$ cat config.mk
export PLATFORM = sky130hd
export DESIGN_NAME = fetch_ctrl
export DESIGN_NICKNAME = d
export VERILOG_FILES = /design/src/rtl/fetch_ctrl.sv
export SDC_FILE = /design/constraint.sdc
export NUM_CORES = 1
export LEC_CHECK = 0
export ABC_AREA = 1
export CAP_MARGIN = 20
export CORE_MARGIN = 5
export CORE_UTILIZATION = 43
export DETAILED_ROUTE_END_ITERATION = 8
export GPL_TIMING_DRIVEN = 0
export HOLD_SLACK_MARGIN = 0.15
export PLACE_DENSITY = 0.73
export SETUP_SLACK_MARGIN = 0.2
export SKIP_LAST_GASP = 1
export SLEW_MARGIN = 20
export SYNTH_ARGS = -nofsm -noshare
export SYNTH_HDL_FRONTEND = slang
export SYNTH_SLANG_ARGS = --single-unit
$ cat constraint.sdc
create_clock -name ACLK -period 3.38 [get_ports ACLK]
set_input_delay 0.338 -clock ACLK [delete_from_list [all_inputs] [get_ports ACLK]]
set_output_delay 0.338 -clock ACLK [all_outputs]
set_load 0.02 [all_outputs]
$ cat src/rtl/fetch_ctrl.sv
// Instruction fetch sequencer: one outstanding IMEM read, redirect kill, hold under pipe stall.
// Define FETCH_PERF_EN to add saturating fetch/kill counters (fetch_cnt_o, kill_cnt_o).
module fetch_ctrl #(
    parameter logic [31:0] RESET_PC  = 32'h0000_0000,
    parameter logic [31:0] NOP_INSTR = 32'h0000_0013
) (
    input  logic        ACLK,
    input  logic        ARESETn,
    input  logic        redirect_i,
    input  logic [31:0] redirect_addr_i,
    input  logic        pipe_stall_i,
    output logic        imem_req_valid_o,
    output logic [31:0] imem_req_addr_o,
    input  logic        imem_req_ready_i,
    input  logic        imem_rsp_valid_i,
    input  logic [31:0] imem_rsp_data_i,
    output logic        fetch_valid_o,
    output logic [31:0] fetch_pc_o,
    output logic [31:0] fetch_instr_o,
`ifdef FETCH_PERF_EN
    output logic [31:0] fetch_cnt_o,
    output logic [31:0] kill_cnt_o,
`endif
    output logic        if_stall_o
);

    typedef enum logic [1:0] {
        S_REQ  = 2'd0,
        S_WAIT = 2'd1,
        S_HOLD = 2'd2
    } state_t;

    state_t      state, state_d;
    logic [31:0] req_pc, req_pc_d;
    logic [31:0] redir_pc, redir_pc_d;
    logic        kill, kill_d;
    logic [31:0] fetch_pc_q;
    logic [31:0] instr_q;
    logic        capture, handover, discard, req_valid;
    logic [31:0] target;

    assign target = {redirect_addr_i[31:2], 2'b00};

    logic unused_addr_bits;
    assign unused_addr_bits = ^redirect_addr_i[1:0];

    // NOTE: every signal written here gets a default first, so no path can infer a latch.
    always_comb begin
        state_d    = state;
        req_pc_d   = req_pc;
        redir_pc_d = redir_pc;
        kill_d     = kill;
        capture    = 1'b0;
        handover   = 1'b0;
        discard    = 1'b0;
        req_valid  = 1'b0;
        case (state)
            S_REQ: begin
                req_valid = 1'b1;
                // The request stays up even when redirected; its response is killed later.
                if (redirect_i) begin
                    kill_d     = 1'b1;
                    redir_pc_d = target;
                end
                if (imem_req_ready_i) state_d = S_WAIT;
            end
            S_WAIT: begin
                if (imem_rsp_valid_i) begin
                    if (kill || redirect_i) begin
                        discard  = 1'b1;
                        req_pc_d = redirect_i ? target : redir_pc;
                        kill_d   = 1'b0;
                        state_d  = S_REQ;
                    end else begin
                        capture = 1'b1;
                        state_d = S_HOLD;
                    end
                end else if (redirect_i) begin
                    kill_d     = 1'b1;
                    redir_pc_d = target;
                end
            end
            S_HOLD: begin
                if (redirect_i) begin
                    req_pc_d = target;
                    state_d  = S_REQ;
                end else if (!pipe_stall_i) begin
                    handover = 1'b1;
                    req_pc_d = req_pc + 32'd4;
                    state_d  = S_REQ;
                end
            end
            default: state_d = S_REQ;
        endcase
    end

    // NOTE: sequential state uses non-blocking assignments so all registers update together.
    always_ff @(posedge ACLK) begin
        if (!ARESETn) begin
            state      <= S_REQ;
            req_pc     <= RESET_PC;
            redir_pc   <= RESET_PC;
            kill       <= 1'b0;
            fetch_pc_q <= RESET_PC;
        end else begin
            state    <= state_d;
            req_pc   <= req_pc_d;
            redir_pc <= redir_pc_d;
            kill     <= kill_d;
            if (capture) fetch_pc_q <= req_pc;
        end
    end

    // NOTE: the instruction register needs no reset; the output is masked to NOP unless in HOLD.
    always_ff @(posedge ACLK) begin
        if (capture) instr_q <= imem_rsp_data_i;
    end

    assign imem_req_valid_o = req_valid && ARESETn;
    assign imem_req_addr_o  = req_pc;
    assign fetch_valid_o    = (state == S_HOLD);
    assign fetch_pc_o       = fetch_pc_q;
    assign fetch_instr_o    = (state == S_HOLD) ? instr_q : NOP_INSTR;
    assign if_stall_o       = !handover;

`ifdef FETCH_PERF_EN
    logic [31:0] fetch_cnt, kill_cnt;

    always_ff @(posedge ACLK) begin
        if (!ARESETn) begin
            fetch_cnt <= '0;
            kill_cnt  <= '0;
        end else begin
            if (handover && fetch_cnt != 32'hFFFF_FFFF) fetch_cnt <= fetch_cnt + 32'd1;
            if (discard && kill_cnt != 32'hFFFF_FFFF)   kill_cnt  <= kill_cnt + 32'd1;
        end
    end

    assign fetch_cnt_o = fetch_cnt;
    assign kill_cnt_o  = kill_cnt;
`else
    logic unused_perf;
    assign unused_perf = discard;
`endif

endmodule

==> flow_summary.json <==
{
  "grt_max_degree": 42,
  "comb_power_share_pct": 12.5,
  "worstSetupStartpointType": "flip-flop",
  "hpwl_um": 15100,
  "netSwitchingPower_uw": 979,
  "cp_slowest_cell": "clkdlybuf4s50_1",
  "dp_slack_ns": 0.676,
  "p_seq_share_pct": 43.4,
  "drv_cap": 0,
  "synth-main-ff-cell": "dfxtp_1",
  "crit_fanout": 10,
  "start_util_pct": 44.1,
  "p_clk_share_pct": 44.0,
  "hp-class": "in -> reg",
  "portBuffers": 165,
  "r2r_start": "state[1]",
  "drc": 0,
  "grt_pass1_vias": 6029,
  "numCtsBuffers": 17,
  "crit_type": "reg -> out",
  "synthDistinctLibCells": 33,
  "routedWlPerCell_um": 16.5,
  "path_buf_inv": 4,
  "die_area_um2": 16800,
  "hp-start": "redirect_i",
  "end_kind": "primary output",
  "finalCriticalPeriod_ns": 2.92,
  "area_delta_synth_final_pct": 39.6,
  "ff2ff_path_depth": 7,
  "clk_latency_ns": 0.42,
  "power.density_nw_per_um2": 467,
  "dp_cells": 1184,
  "clk_pin_slew_ns": 0.05,
  "worst_slew_pin_slew_ns": 0.909,
  "grt_pass1_wl_um": 31000,
  "row_count": 43,
  "drv_slew": 0,
  "yosys.area.top_type_share_pct": 32.2,
  "io_pins": 169,
  "utilization_pct": 61.5,
  "layout-drive-gt1-share_pct": 6.67,
  "place.gp.congestion": 0.959,
  "ctsRootBufferMaster": "clkbuf_16",
  "timing.final.crit_share_pct": 86.5,
  "irDropWorstVdd_mv": 0.497,
  "p_sw_share_pct": 24.3,
  "yosys.area.top_type": "dfxtp_1",
  "drtIter0Drc": 473,
  "tritoncts": "built",
  "ctsResizeCount": 0,
  "arrival_ns": 2.59,
  "synth_seq_area_share_pct": 47.7,
  "status": "finished clean",
  "gr-total-overflow": 0,
  "clock_skew_ns": 0.00530,
  "postCtsSetupBuffers": 0,
  "syn_area_per_cell_um2": 7.35,
  "stdcell_count": 1215,
  "path_delay_family": "buffers and inverters",
  "synth_top_cells_by_area": "dfxtp_1, edfxtp_1, nand2_1, nor2_1, a21oi_1",
  "synth_area_um2": 6160,
  "htreeDepth": 4,
  "synthesis.instances": 839,
  "finalWorstSetupSlack_ns": 0.455,
  "p_leak_uw": 0.00357,
  "required_ns": 3.04,
  "finalSetupTns_ns": 0,
  "num-nets-final": 1094,
  "yosysWarnings": 0,
  "antenna_cells": 0,
  "synth_common_cells": "nand2_1, nor2_1, dfxtp_1",
  "setup_violations": 0,
  "wirelength_um": 20100,
  "hold_path_end": "state[1]",
  "antenna_found_initial": 0,
  "r2r-end": "instr_q[10]",
  "via_per_inst": 5.17,
  "drtPass1Iterations": 6,
  "fmax_ghz": 0.342,
  "crit_chain": "inv_2 -> nand2_4 -> clkbuf_1 -> clkbuf_1 -> nor2_1 -> clkdlybuf4s50_1",
  "slew_headroom_pct": 39.4,
  "p_int_uw": 3040,
  "synth_nets": 910,
  "slowest_delay_ns": 0.56,
  "hold-path-cell-count": 4,
  "synth_edf_count": 32,
  "dieHeight_um": 130,
  "async_flop_share_pct": 0,
  "cp_common_cell": "clkbuf_1",
  "clockBufferDepth": 2,
  "r2r_slack_ns": 1.08,
  "hold_viol": 0,
  "synth_most_common_cell": "nand2_1",
  "die_x_um": 130,
  "rsz0062_at_grt": "no",
  "num_vias": 6277,
  "gr-usage-all-layers_pct": 23.9,
  "hold_buffers": 0,
  "postRouteAntennaNets": 0,
  "core_area_um2": 14000,
  "cts.sinks": 131,
  "synth_seq_cells": 131
}
state kept, by name, indices dropped and copies added, names as in the netlist:
| signal | cells |
|---|---|
| fetch_pc_o | 32 |
| imem_req_addr_o | 32 |
| instr_q | 32 |
| kill | 1 |
| redir_pc | 32 |
| state | 2 |
kinds of logic after synthesis:
group                    synth area share (%)
adder cells (fa/ha/maj)                 0.203
XOR/XNOR                                0.853
AO/OA/AOI/OAI                            15.3
flip-flops                               47.7
AND/OR/NAND/NOR                          27.1
buffers and inverters                    8.79
final cells by class:
class                   count  area (um2)
fillers                  1269        5380
flip-flops and latches    131        2940
multi-input cells         577        2680
repair buffers            165        1650
clock buffers              25         485
inverters                  88         330
well taps                 180         225
plain buffers              43         211
clock inverters             6        80.1
placed cells by master, fill, tap and decap left out, types with 4 or more instances in the layout:
cell type / n
nand2_1: 170
nor3_1: 4
inv_1: 81
xor2_1: 6
buf_4: 5
dfxtp_1: 99
clkbuf_1: 24
clkbuf_16: 17
o21ai_0: 71
or2_2: 4
nand3_1: 64
inv_2: 6
a2bb2oi_1: 20
nor2_2: 4
nor2_1: 142
clkdlybuf4s50_1: 165
clkinv_2: 4
edfxtp_1: 32
buf_1: 4
buf_2: 13
a21oi_1: 71
power groups by stage:
stage,clock network (uW),registers (uW),logic [uW]
final,1770,1750,504
after global routing,1880,1750,550
after CTS,1790,1740,504
after detailed placement,0,1780,500
after global placement,0,1780,495
after floorplan,0,1800,223
metrics by stage:
stage          instance area [um2]  hold WS, ns  power, uW
2_1_floorplan                 6160        0.419       2020
3_3_place_gp                  8040        0.430       2270
3_5_place_dp                  8040        0.434       2280
4_1_cts                       8610        0.379       4030
5_1_grt                       8610        0.421       4180
6_report                      8610        0.383       4020
worst min-delay path, stage by stage:
cell	delay [ns]
buf_4	0.17
nor2_8	0.09
nand2_2	0.09
a21oi_1	0.07
per-layer routing:
metal  track usage (%)  routed length (um)  vias up
met3              7.08                1870       43
met2              39.0                9290      282
met5                 0                   0        -
met4              8.99                 604        0
li1                  -                   -     3095
met1              30.1                8300     2857
how the worst max path moves through the flow:
stage                           from                end  depth (start not counted)
after floorplan           redirect_i         instr_q[0]                          6
after global placement       ARESETn   imem_req_valid_o                          5
final                       state[0]  fetch_instr_o[22]                          6
after detailed placement     ARESETn   imem_req_valid_o                          5
after global routing        state[0]  fetch_instr_o[22]                          6
after CTS                   state[0]  fetch_instr_o[27]                          6
Power figures use the tool's default switching activity.
==> RTL edit 1 (config.mk and constraints unchanged) <==
The option `FETCH_PERF_EN` is turned on by a define.
--- a/src/rtl/fetch_ctrl.sv
+++ b/src/rtl/fetch_ctrl.sv
@@ -1,5 +1,7 @@
 // Instruction fetch sequencer: one outstanding IMEM read, redirect kill, hold under pipe stall.
 // Define FETCH_PERF_EN to add saturating fetch/kill counters (fetch_cnt_o, kill_cnt_o).
+`define FETCH_PERF_EN
+
 module fetch_ctrl #(
     parameter logic [31:0] RESET_PC  = 32'h0000_0000,
     parameter logic [31:0] NOP_INSTR = 32'h0000_0013
Formal check against the unedited RTL (old outputs only; new: fetch_cnt_o and kill_cnt_o): equivalent (equiv_simple and equiv_induct, registers matched by name and starting in step).
==> RTL edit 1 against the original RTL <==
Final area increased by 56%. Critical path depth unchanged. Area after synthesis increased by 64%. Worst setup slack got worse by 0.095 ns. Power increased by 34%. Sequential power increased by 46%. Sequential cell count increased by 64. Routed wire length increased by 64%. Largest power group is now sequential cells. Highest routed layer is now met5.
==> RTL edit 1: results (changes against the original RTL) <==
[run_status]
status=finished clean

[drt]
wl_met2_um=14920  ; +61%
met1Wirelength_um=14610  ; +76%
vias=10704  ; +71%
drtIter0Drc=940  ; +99%
met3_length_um=2671  ; +43%
totalWireLength_um=32910  ; +64%
drt_pre_antenna_iters=5  ; -1

[synth]
synthDistinctLibCells=38  ; +15%
synth_commonest_cells=nand2_1 (474), nor2_1 (284), dfxtp_1 (163), a21oi_1 (106), inv_1 (99)

[final_layout]
drive_gt1_share_pct=5.963  ; -0.70 points
final_nets=1821  ; +66%

[global_routing]
use_met3_pct=4.416  ; -2.7 points
grt_antenna_before_repair=3  ; +3
grt_use_met2_pct=38.75  ; -0.22 points
first_global_vias=9833  ; +63%

[pwr]
swShare_pct=29.58  ; +5.2 points
totalPowerFinal_mw=5.380  ; +34%
ir_drop_mv=0.3155  ; -36%
leakagePower_nw=4.990  ; +40%

[placed_design]
portBuffers=228  ; +38%
dpl.hpwl_um=25460  ; +69%
post_dp_cell_area_sq_um=12800  ; +59%

[timing]
finClkSkew_ns=0.01268  ; +0.007382 ns
tightest_slew_ns=0.9042  ; -0.004481 ns

[critical_path]
cp_data_arrival_time_ns=2.68  ; +0.09 ns

-- RTL edit 1: changes by cell type after synthesis, moves of 24 or more --
cell / delta
nand3b_1: +24
dfxtp_1: +64
nand3_1: -26
nor2_1: +142
a21oi_1: +35
nand2_1: +304
-- RTL edit 1: cell families (layout without fill, tap and decap cells) --
logic type | Yosys count | count (layout) | share of synthesized area, %
and+or+nand+nor | 857 | 857 | 34.24
AOI/OAI and AO/OA | 247 | 247 | 13.93
DFF | 195 | 195 | 41.76
buffers and inverters | 168 | 428 | 7.014
xor gates and xnor gates | 31 | 31 | 2.684
adders and majority gates | 3 | 3 | 0.3711
other | 0 | 2 | 0
-- RTL edit 1: final cells by class --
cell class	instances	area, sq um
plain buffers	59	300.3
fillers	2217	9923
inverters	109	409.1
flip-flops and latches	195	4224
clock buffers	17	425.4
well taps	319	399.1
repair buffers	228	2282
multi-input cells	1138	5181
clock inverters	15	182.7
diodes	2	5.005
-- RTL edit 1: path summary, 6_finish.rpt --
check / from / to / slack [ns] / cells past startpoint
worst min register to register: redir_pc[3]$_SDFFE_PN0P_ / redir_pc[3]$_SDFFE_PN0P_ / 0.45 / 2
worst min-delay path: redirect_i / imem_req_addr_o[17]$_SDFFE_PN0P_ / 0.41 / 5
worst max register to register: kill$_SDFFE_PN0P_ / instr_q[9]$_DFFE_PP_ / 1.23 / 6
worst max-delay path: ARESETn / imem_req_valid_o / 0.36 / 6
-- RTL edit 1: worst max-delay path, stage by stage --
cell and delay [ns]:
clkbuf_1 0.28, inv_1 0.18, clkbuf_1 0.59, clkbuf_1 0.57, nor2_1 0.13, clkdlybuf4s50_1 0.59
==> RTL edit 2 (same settings) <==
Without the edit above. Re-encode `state_t` (3 states) as one-hot, 3 bits wide.
--- a/src/rtl/fetch_ctrl.sv
+++ b/src/rtl/fetch_ctrl.sv
@@ -24,10 +24,10 @@
     output logic        if_stall_o
 );
 
-    typedef enum logic [1:0] {
-        S_REQ  = 2'd0,
-        S_WAIT = 2'd1,
-        S_HOLD = 2'd2
+    typedef enum logic [2:0] {
+        S_REQ  = 3'b001,
+        S_WAIT = 3'b010,
+        S_HOLD = 3'b100
     } state_t;
 
     state_t      state, state_d;
Check against the original RTL: same outputs for any inputs over 4 cycles, from zero or initial values and one cycle with ARESETn low; so few cycles prove little.
==> RTL edit 2 against the original RTL <==
Sequential cell count increased by 1. Sequential share of layout area decreased by 0.22 points. Worst setup slack improved by 0.028 ns. Core utilization decreased by 0.83 points. Combinational power decreased by 15%. Register-to-register slack improved by 0.11 ns. Routed wire length decreased by 1.2%. Power increased by 2.6%. Fmax increased by 0.98%. Count of clock-buffer cells in the layout decreased by 4. Area after synthesis increased by 0.69%. Final area increased by 1.3%.
==> RTL edit 2: results (changes against the original RTL) <==
[run_status]
status=finished clean

[min_path]
min_from=redir_pc[1]$_SDFFE_PN0P_
hold_end=redir_pc[1]$_SDFFE_PN0P_
min_path_type=register to register

[drt]
totalWireLength_um=19810  ; -1.2%
drt_pre_antenna_iters=5  ; -1
drtIter0Drc=515  ; +8.9%
vias_per_cell=5.021  ; -2.8%

[global_routing]
grt.total_usage_pct=22.85  ; -1.1 points
first_global_vias=5764  ; -4.4%
grt_pass1_wl_um=29880  ; -3.6%

[pwr]
leakagePower_nw=3.601  ; +0.96%
ir_drop_mv=0.3428  ; -31%

[placed_design]
portBuffers=166  ; +0.61%
dpl.hpwl_um=14860  ; -1.3%
gp_congestion=0.9722  ; +1.4%

[synth]
seq_area_frac_synth_pct=47.74  ; about the same
async_flop_share_pct=0  ; unchanged
synth_nets=936  ; +2.9%
synth_commonest_cells=nand2_1 (216), nor2_1 (134), dfxtp_1 (100), inv_1 (80), a21oi_1 (79)
synthDistinctLibCells=30  ; -9.1%
synth_area_leaders=dfxtp_1 (32%), edfxtp_1 (15%), nand2_1 (13%), nor2_1 (8.1%), a21oi_1 (6.4%)

[critical_path]
r2r_slack_ns=1.19  ; +0.11 ns
reg2reg_to=instr_q[0]$_DFFE_PP_
reg2regPathDepth=4  ; -3
r2r_start=state[2]$_SDFFE_PN0P_

[timing]
finClkSkew_ns=0.004425  ; -0.0008716 ns

[final_layout]
fillCellCount=1295  ; +2.0%
drive_gt1_share_pct=7.620  ; +0.95 points

[cts]
htree_num_levels=4  ; unchanged

RTL edit 2: cell types whose count changed after synthesis, sizes merged, moves of 2 or more:
| cell | delta |
|---|---|
| nand2 | +45 |
| nor2 | -3 |
| a21oi | +9 |
| a2bb2oi | -20 |
| clkbuf | -5 |
| nand3 | -2 |
RTL edit 2: kinds of logic (layout without fill, tap and decap cells):
group,Yosys count,count (layout),share of synthesized area (%)
flops,132,132,47.74
fa+ha+maj,1,1,0.2016
xor+xnor,6,6,0.8468
compound gates,159,159,13.02
simple gates,440,440,29.78
buf+inv,127,325,8.407
RTL edit 2: power breakdown:
part           internal, mW  total [mW]  switching (mW)  leakage, nW
registers              1.68        1.72          0.0456         1.10
logic                 0.186       0.427           0.241         2.20
clock network          1.30        1.97           0.674        0.296
total                  3.16        4.12           0.961         3.60
RTL edit 2: metrics by stage:
stage	cells	setup WS, ns	total power, mW	cell area, sq um
4_1_cts	1247	0.4685	4.138	8721
2_1_floorplan	865	1.605	1.973	6206
5_1_grt	1247	0.3627	4.253	8721
3_5_place_dp	1215	0.6482	2.176	8098
3_3_place_gp	1215	0.6717	2.167	8098
6_report	1247	0.4837	4.124	8721
RTL edit 2: worst max-delay path by stage:
stage / slack (ns) / end / startpoint
6_report: 0.48 / fetch_instr_o[11] / state[0]$_SDFFE_PN1P_
5_1_grt: 0.36 / fetch_instr_o[17] / state[0]$_SDFFE_PN1P_
4_1_cts: 0.47 / fetch_instr_o[11] / state[0]$_SDFFE_PN1P_
3_3_place_gp: 0.67 / instr_q[27]$_DFFE_PP_ / redirect_i
2_1_floorplan: 1.60 / instr_q[0]$_DFFE_PP_ / state[2]$_SDFFE_PN0P_
3_5_place_dp: 0.65 / instr_q[27]$_DFFE_PP_ / redirect_i
RTL edit 2: worst register-to-register path: cells and delay by family, from the launching register on:
| family | cells | cell delay (ns) |
|---|---|---|
| buffers and inverters | 2 | 0.87 |
| flip-flops | 1 | 0.34 |
| AND/OR/NAND/NOR | 2 | 0.60 |
RTL edit 2: routing by layer:
metal  global-route usage (%)  part of all wire, %  wire [um]  vias up
li1                         -                    -          -     3152
met1                    29.32                   42       8351     2797
met2                    37.69                   46       9096      281
met3                    4.748                  9.8       1940       31
met4                    9.169                  2.1        425        0
met5                        0                    0          0        -
RTL edit 2: layout make-up:
cell class                      count  area (sq um)  area share (%)
Buffer                             39         191.4           2.195
Clock inverter                     11         182.7           2.095
Multi-Input combinational cell    606          2721           31.21
Inverter                           88         330.3           3.788
Clock buffer                       21         440.4           5.050
Tap cell                          184         230.2           2.640
Sequential cell                   132          2963           33.97
Timing Repair Buffer              166          1662           19.05
